<file path="src/rtl/jt12_mix_pkg.sv">
// Shared constants, per-channel config record and carrier map for the
// time-multiplexed left/right accumulator mixer.
package jt12_mix_pkg;

  localparam int NUM_CH = 6;
  localparam int NUM_OP = 4;
  localparam int SLOTS  = NUM_CH * NUM_OP;

  // Operator slots are presented in time order S1, S3, S2, S4
  localparam logic [1:0] OP_S1 = 2'd0;
  localparam logic [1:0] OP_S3 = 2'd1;
  localparam logic [1:0] OP_S2 = 2'd2;
  localparam logic [1:0] OP_S4 = 2'd3;

  typedef struct packed {
    logic [2:0] alg;
    logic [1:0] pan;
    logic       mute;
  } ch_cfg_t;

  localparam ch_cfg_t CFG_RESET = '{alg: 3'd0, pan: 2'b11, mute: 1'b0};

  function automatic logic is_carrier(input logic [2:0] alg, input logic [1:0] op);
    logic c_s;
    case (op)
      OP_S4:   c_s = 1'b1;
      OP_S2:   c_s = (alg >= 3'd4);
      OP_S3:   c_s = (alg >= 3'd5);
      OP_S1:   c_s = (alg == 3'd7);
      default: c_s = 1'b0;
    endcase
    return c_s;
  endfunction

endpackage

</file>
<file path="src/rtl/jt12_acc_cfg_bank.sv">
// Double-buffered per-channel configuration: writes land in a pending copy
// and move to the active copy only when the round boundary commits them.
module jt12_acc_cfg_bank
  import jt12_mix_pkg::*;
(
  input  logic       clk,
  input  logic       rst_n,
  input  logic       we,
  input  logic [2:0] wr_ch,
  input  ch_cfg_t    wr_cfg,
  input  logic       commit,
  input  logic [2:0] rd_ch,
  output ch_cfg_t    rd_cfg,
  output logic       pending
);

  localparam logic [2:0] NUM_CH_W = 3'(NUM_CH);

  ch_cfg_t           active_r  [NUM_CH];
  ch_cfg_t           pending_r [NUM_CH];
  logic [NUM_CH-1:0] dirty_r;

  // Commit clears dirty first; a same-cycle write then re-arms it (write wins)
  always_ff @(posedge clk) begin
    if (!rst_n) begin
      for (int i = 0; i < NUM_CH; i++) begin
        active_r[i]  <= CFG_RESET;
        pending_r[i] <= CFG_RESET;
      end
      dirty_r <= '0;
    end else begin
      for (int i = 0; i < NUM_CH; i++) begin
        if (commit && dirty_r[i]) begin
          active_r[i] <= pending_r[i];
          dirty_r[i]  <= 1'b0;
        end
        if (we && (wr_ch == 3'(i))) begin
          pending_r[i] <= wr_cfg;
          dirty_r[i]   <= 1'b1;
        end
      end
    end
  end

  // Active config read port for the channel currently on the bus
  always_comb begin
    rd_cfg = CFG_RESET;
    if (rd_ch < NUM_CH_W) begin
      rd_cfg = active_r[rd_ch];
    end else begin
      rd_cfg = CFG_RESET;
    end
  end

  assign pending = |dirty_r;

endmodule

</file>
<file path="src/rtl/jt12_acc_sched.sv">
// Slot sequencer for the left/right accumulator pair: walks all operator
// slots and derives sum enables, round-start zero and the sample strobe.
module jt12_acc_sched
  import jt12_mix_pkg::*;
(
  input  logic       clk,
  input  logic       rst_n,
  input  logic       clk_en,
  input  logic       cfg_we,
  input  logic [2:0] cfg_ch,
  input  logic [2:0] cfg_alg,
  input  logic [1:0] cfg_pan,
  input  logic       cfg_mute,
  output logic       cfg_pending,
  output logic [4:0] slot,
  output logic [2:0] ch,
  output logic [1:0] op,
  output logic       sum_en_l,
  output logic       sum_en_r,
  output logic       zero,
  output logic       sample_valid
);

  localparam logic [4:0] LAST_SLOT = 5'(SLOTS - 1);
  localparam logic [4:0] NUM_CH_5  = 5'(NUM_CH);

  logic [4:0] slot_r;
  logic       sample_valid_r;
  logic       commit_s;
  logic       carrier_s;
  ch_cfg_t    wr_cfg_s;
  ch_cfg_t    cfg_s;

  assign wr_cfg_s = '{alg: cfg_alg, pan: cfg_pan, mute: cfg_mute};
  assign commit_s = clk_en & (slot_r == LAST_SLOT);

  jt12_acc_cfg_bank u_cfg_bank (
    .clk     (clk),
    .rst_n   (rst_n),
    .we      (cfg_we),
    .wr_ch   (cfg_ch),
    .wr_cfg  (wr_cfg_s),
    .commit  (commit_s),
    .rd_ch   (ch),
    .rd_cfg  (cfg_s),
    .pending (cfg_pending)
  );

  // Slot counter and sample strobe; both freeze while clk_en is low
  always_ff @(posedge clk) begin
    if (!rst_n) begin
      slot_r         <= 5'd0;
      sample_valid_r <= 1'b0;
    end else if (clk_en) begin
      slot_r         <= (slot_r == LAST_SLOT) ? 5'd0 : slot_r + 5'd1;
      sample_valid_r <= (slot_r == 5'd0);
    end
  end

  // Per-slot decode from the counter and the active config of its channel
  always_comb begin
    ch        = 3'(slot_r % NUM_CH_5);
    op        = 2'(slot_r / NUM_CH_5);
    carrier_s = is_carrier(cfg_s.alg, op);
    sum_en_l  = carrier_s & cfg_s.pan[1] & ~cfg_s.mute;
    sum_en_r  = carrier_s & cfg_s.pan[0] & ~cfg_s.mute;
  end

  assign slot         = slot_r;
  assign zero         = (slot_r == 5'd0);
  assign sample_valid = sample_valid_r;

endmodule
</file>
<file path="config.mk">
export PLATFORM = sky130hd
export DESIGN_NAME = jt12_acc_sched
export DESIGN_NICKNAME = d
export VERILOG_FILES = /design/src/rtl/jt12_mix_pkg.sv /design/src/rtl/jt12_acc_cfg_bank.sv /design/src/rtl/jt12_acc_sched.sv
export SDC_FILE = /design/constraint.sdc
export NUM_CORES = 1
export LEC_CHECK = 0
export CORE_ASPECT_RATIO = 1.75
export CORE_UTILIZATION = 60
export DETAILED_ROUTE_END_ITERATION = 10
export PLACE_DENSITY = 0.81
export SYNTH_ARGS = -nofsm -noshare
export SYNTH_HDL_FRONTEND = slang
export SYNTH_HIERARCHICAL = 1
export SYNTH_SLANG_ARGS = --single-unit
</file>
<file path="constraint.sdc">
create_clock -name clk -period 5.8 [get_ports clk]
set_clock_uncertainty 0.15 [all_clocks]
set_input_delay 1.16 -clock clk [delete_from_list [all_inputs] [get_ports clk]]
set_output_delay 1.16 -clock clk [all_outputs]
set_load 0.02 [all_outputs]
</file>
==> results.cfg, run 1 <==
[clocking]
cts_tree = yes
clockRootBuffer = clkbuf_8
cts.path.max_buffers = 2
hold_buffers = 0
cts.sinks = 84
htree_levels = 3
cts_buffers = 9
clk_latency_ns = 0.35
path_clk_slew_ns = 0.07

[power]
power.leakage_uw = 0.00166
power_density_nw_per_um2 = 263
ir_drop_uv = 243

[place]
dp.cells = 400
io_buffers = 27
pre_cts_slack_ns = 0.376
place_area_sq_um = 4200
dp_hpwl_microns = 5130
globalplace.congestion = 0.901

[logic_synthesis]
synth_area_leader_cell = edfxtp_1
ys_seq_area_share_pct = 61.8
syn_area_sq_um = 3890
syn-num-nets = 323
avgSynthCellArea_sq_um = 12.7
ys_seq_elements = 84
synth.area.top_cells = edfxtp_1, dfxtp_1, and2_1
synthCells = 305
yosys_warnings = 6
synth_cell_types = 43
synth_top_area_share_pct = 55.6

[floorplanning]
rows = 38
die_x_microns = 62.8
io-pin-count = 28
initial_core_util_pct = 62.4
core_sq_um = 6230
die_h_microns = 108
dieArea_sq_um = 6820

[sta]
layout_min_cycle_time_ns = 5.31
period_share_pct = 91.5
drv_slew = 0
rsz0062_at_grt = false
max_freq_ghz = 0.188
tns_ns = 0
max-slew-margin-rel_pct = 39.0
hold_viol_final = 0
tightest_slew_ns = 0.915
layout_setup_ws_ns = 0.493
setup_viol = 0

[detailed_routing]
vias = 2360
drt_wl_total_microns = 6880
drc = 0
viasPerCell = 5.63
wire_per_inst_microns = 16.4
ant_nets = 0
dr.pass1.iters = 5
drtIter0Drc = 153

[finish]
fin_nets = 352
layout_commonest_cell = edfxtp_1
finalNonFillerCells = 419
drive_above_1_share_pct = 9.73
utilization_pct = 71.0
final_cell_area_sq_um = 4420
mostFrequentLayoutCells = edfxtp_1, and2_1, clkdlybuf4s50_1, and3_1, nand2_1
fillers = 434
antenna_cells = 0
synthToLayoutAreaGrowth_pct = 13.8

[status]
status = complete, no violations

[global_routing]
grt_util_met2_pct = 41.5
first_global_vias = 2406
grt_max_degree = 37
grt.total_usage_pct = 22.4
grt.met1_usage_pct = 20.1
top_usage_layer = met2
antenna_found_initial = 0
gr-total-overflow = 0
grt_pass1_wl_microns = 10900
met3_usage_pct = 5.38

[setup_path]
reg2regPathDepth = 6
cp.arrival_ns = 4.00
end_kind = output port
worst_setup_path_start_kind = flip-flop
path_class = reg -> out
crit_required_ns = 4.49
path_max_fanout = 9

[worst_hold_path]
worstHoldPathType = reg -> reg
min_path_cells = 1

[run]
drv_cap = 0
==> logic make-up after synthesis <==
family / synth area share (%)
buffers and inverters: 3.12
AOI/OAI and AO/OA: 7.79
adders and majority gates: 1.61
DFF: 61.8
and+or+nand+nor: 20.7
muxes: 3.86
xor gates and xnor gates: 1.13
==> worst max-delay path, stage by stage, from the launching register on <==
cell            delay [ns]
dfxtp_1               0.40
nor2b_4               0.22
nand2_1               0.07
ha_1                  0.27
xnor2_1               0.16
and2_4                0.18
ha_1                  0.18
a31o_1                0.24
a221oi_4              0.32
xnor2_4               0.23
mux2i_1               0.14
o32a_1                0.29
o21ai_0               0.10
o21ai_0               0.11
a31oi_1               0.23
nand2_1               0.10
a21oi_1               0.15
dlymetal6s2s_1        0.25
==> routing by layer <==
metal,up-vias,part of all wire [%]
met5,-,0
li1,1174,-
met4,0,6.2
met1,1085,36
met3,30,2.9
met2,71,55
==> what timing repair did <==
| item | in CTS | in global routing |
|---|---|---|
| resized for setup | 1 | 5 |
| buffers inserted | 0 | 3 |
| cloned | 0 | 0 |
| endpoints found under the setup margin | 2 | 2 |
==> state kept, by name, indices dropped and copies added, names as in the netlist <==
name	flops
u_cfg_bank/pending_r	36
u_cfg_bank/active_r	36
sample_valid	1
u_cfg_bank/dirty_r	6
slot	5
==> cells in the mapped netlist (all sizes together) <==
cell type,number
nor2b,12
o32a,4
and3,24
ha,5
a211oi,5
nand2,22
mux2i,15
a31oi,1
inv,5
a21oi,2
nand4,1
nand2b,9
edfxtp,72
o31ai,2
nand3,2
nand4b,1
buf,10
o2111ai,1
a31o,1
nor4b,1
o22ai,1
a21o,6
o21ai,11
dfxtp,12
a221oi,1
xnor2,5
nor4,1
a2bb2oi,1
or3,8
and2,28
nor2,9
nor3,4
nand3b,13
a2111oi,2
clkbuf,8
==> report_power, final <==
| part | switching [uW] | internal, uW |
|---|---|---|
| combinational | 64.1 | 48.3 |
| sequential | 9.98 | 680 |
| clock | 181 | 178 |
==> final timing paths <==
check | endpoint | from | slack (ns)
max reg2reg | u_cfg_bank/active_r[1][2] | slot[0] | 2.93
min reg2reg | u_cfg_bank/active_r[5][2] | u_cfg_bank/pending_r[5][2] | 0.36
max | sum_en_l | slot[3] | 0.49
min | u_cfg_bank/active_r[5][2] | u_cfg_bank/pending_r[5][2] | 0.36
==> through the flow <==
step	power, uW	hold WS, ns
floorplan	768	0.332
global placement	811	0.350
detailed placement	814	0.347
CTS	1170	0.363
global route	1200	0.383
finish	1160	0.361
==> cell type report <==
type | instances | area, sq um | share of cell area, %
clock buffer | 14 | 163 | 3.68
clock inverter | 2 | 10.0 | 0.226
inverter | 5 | 18.8 | 0.424
multi-input combinational | 198 | 1390 | 31.3
sequential | 84 | 2400 | 54.3
tap | 80 | 100 | 2.26
timing repair buffer | 36 | 343 | 7.75
Power figures use the tool's default switching activity.
==> run 2: changes to the inputs <==
- CORE_UTILIZATION: 60 -> 50
- GPL_ROUTABILITY_DRIVEN: unset -> 0
- PLACE_DENSITY: 0.81 -> 0.7
==> run 2 against run 1 <==
  * Final cell count increased by 0.72%
  * Highest routed layer unchanged
  * Non-clock buffer count down 5
  * Register-to-register slack about the same
  * First-iteration DRC count is 54% lower
  * Largest power group unchanged
  * Critical path depth rose by 1
  * Sequential power is essentially flat
  * Critical path type unchanged
  * Sequential cell count did not move
  * Fmax is 0.16% lower
  * Setup slack worse by 0.0087 ns
  * Power rose by 15%
==> results.cfg, run 2 (same netlist as run 1, synthesis figures left out) <==
[sta]
layout_min_cycle_time_ns = 5.32
period_share_pct = 91.6
setup_viol = 0
hold_viol_final = 0
tns_ns = 0
tightest_slew_ns = 0.911
timing.hold.ws_ns = 0.360
max_freq_ghz = 0.188
rsz0062_at_grt = false
max-slew-margin-rel_pct = 38.7
drv_slew = 0

[place]
dp.cells = 406
io_buffers = 27
dp_hpwl_microns = 5400

[detailed_routing]
highest_layer = met4
wire_per_inst_microns = 16.6
drtIter0Drc = 70
met3_length_microns = 160
drt_wl_total_microns = 7000
viasPerCell = 5.46
drt-met1-wl_microns = 2450
ant_nets = 0
dr.pass1.iters = 4
drc = 0
dr_wl_met2_microns = 4080
vias = 2304

[clocking]
cts.path.max_buffers = 2
clk_latency_ns = 0.33
htree_levels = 3
cts_buffers = 9
cts.sinks = 84
cts_tree = yes
path_clk_slew_ns = 0.06
clockRootBuffer = clkbuf_16

[setup_path]
cp_slowest_cell = dfxtp_1
r2r_slack_ns = 2.93
cp.arrival_ns = 4.01
path_cells = nor2b_4 > nand2_1 > ha_1 > xnor2_1 > and2_4 > ha_1 > a31o_1 > a221oi_4 > xnor2_1 > buf_6 > mux2i_1 > o32a_1 > o21ai_0 > o21ai_0 > a31oi_1 > nand2_1 > a21oi_1 > dlymetal6s2s_1
critPathMaxStageDelay_ns = 0.40
worstReg2RegEnd = u_cfg_bank/active_r[2][1]
reg2regPathDepth = 6
r2r_start = slot[0]
path_class = reg -> out
crit_required_ns = 4.49
path_max_fanout = 18
end_kind = output port
worst_setup_path_start_kind = flip-flop

[finish]
layout_commonest_cell = edfxtp_1
reg.largest.list = u_cfg_bank/active_r: 36 flops, u_cfg_bank/pending_r: 36 flops, u_cfg_bank/dirty_r: 6 flops
fin_nets = 347
antenna_cells = 0
drive_above_1_share_pct = 7.78
mostFrequentLayoutCells = edfxtp_1, and2_1, clkdlybuf4s50_1, and3_1, nand2_1
fillers = 636
synthToLayoutAreaGrowth_pct = 15.5
finalNonFillerCells = 422
utilization_pct = 59.3

[run]
drv_cap = 0

[floorplanning]
dieArea_sq_um = 8150
io-pin-count = 28
die_h_microns = 119
rows = 42
initial_core_util_pct = 51.4
die_x_microns = 68.7
core_sq_um = 7570

[worst_hold_path]
min-delay-start = u_cfg_bank/pending_r[5][2]
worstHoldPathType = reg -> reg
min_path_cells = 1
min_to = u_cfg_bank/active_r[5][2]

[power]
power.leakage_uw = 0.00167
ir_drop_uv = 187
power_density_nw_per_um2 = 298

[global_routing]
grt.total_usage_pct = 19.7
gr-total-overflow = 0
first_global_vias = 2297
grt_max_degree = 37
antenna_found_initial = 0
grt_pass1_wl_microns = 10900

[status]
status = complete, no violations
run 2: what timing repair did:
item,4_1_cts,5_1_grt
buffers inserted,0,0
resized for setup,0,3
endpoints found under the setup margin,0,2
hold buffers,0,0
run 2: final cells by class:
type	instances	area [sq um]	area share [%]
clock buffers	11	233	5.18
clock inverters	5	52.6	1.17
inverters	5	18.8	0.418
multi-input cells	198	1360	30.4
flip-flops and latches	84	2400	53.5
well taps	88	110	2.45
repair buffers	31	309	6.88
run 2: worst max-delay path by stage:
stage	start	to	slack, ns	depth (start not counted)
global route	slot[3]	sum_en_r	0.26	17
CTS	slot[3]	sum_en_l	0.09	18
detailed placement	slot[3]	sum_en_l	0.45	18
floorplan	slot[3]	sum_en_l	0.63	16
finish	slot[3]	sum_en_l	0.48	18
global placement	slot[3]	sum_en_l	0.57	18
run 2: critical path, delay by kind of cell (launching register included):
kind	cells	cell delay (ns)
AOI/OAI and AO/OA	7	1.36
and+or+nand+nor	4	0.59
adders and majority gates	2	0.45
buffers and inverters	2	0.45
DFF	1	0.40
xor gates and xnor gates	2	0.34
muxes	1	0.09
run 2: routing by layer:
layer	GRT usage, %	vias up
met4	15.2	0
met3	3.38	15
li1	-	1175
met1	17.3	1061
met5	0	-
met2	36.0	53
run 2: per-stage QoR:
stage               worst slack (ns)  instance area (sq um)  total power (uW)
CTS                           0.0940                   4480              1350
finish                         0.485                   4490              1340
detailed placement             0.455                   4200               814
global route                   0.258                   4490              1390
floorplan                      0.627                   3890               768
global placement               0.573                   4200               812
run 2: report_power, final:
group,switching [uW],leakage [uW],total [uW],internal (uW)
registers,10.3,0.000778,692,681
clock network,208,0.000139,538,331
logic,62.8,0.000755,109,46.4
total,281,0.00167,1340,1060
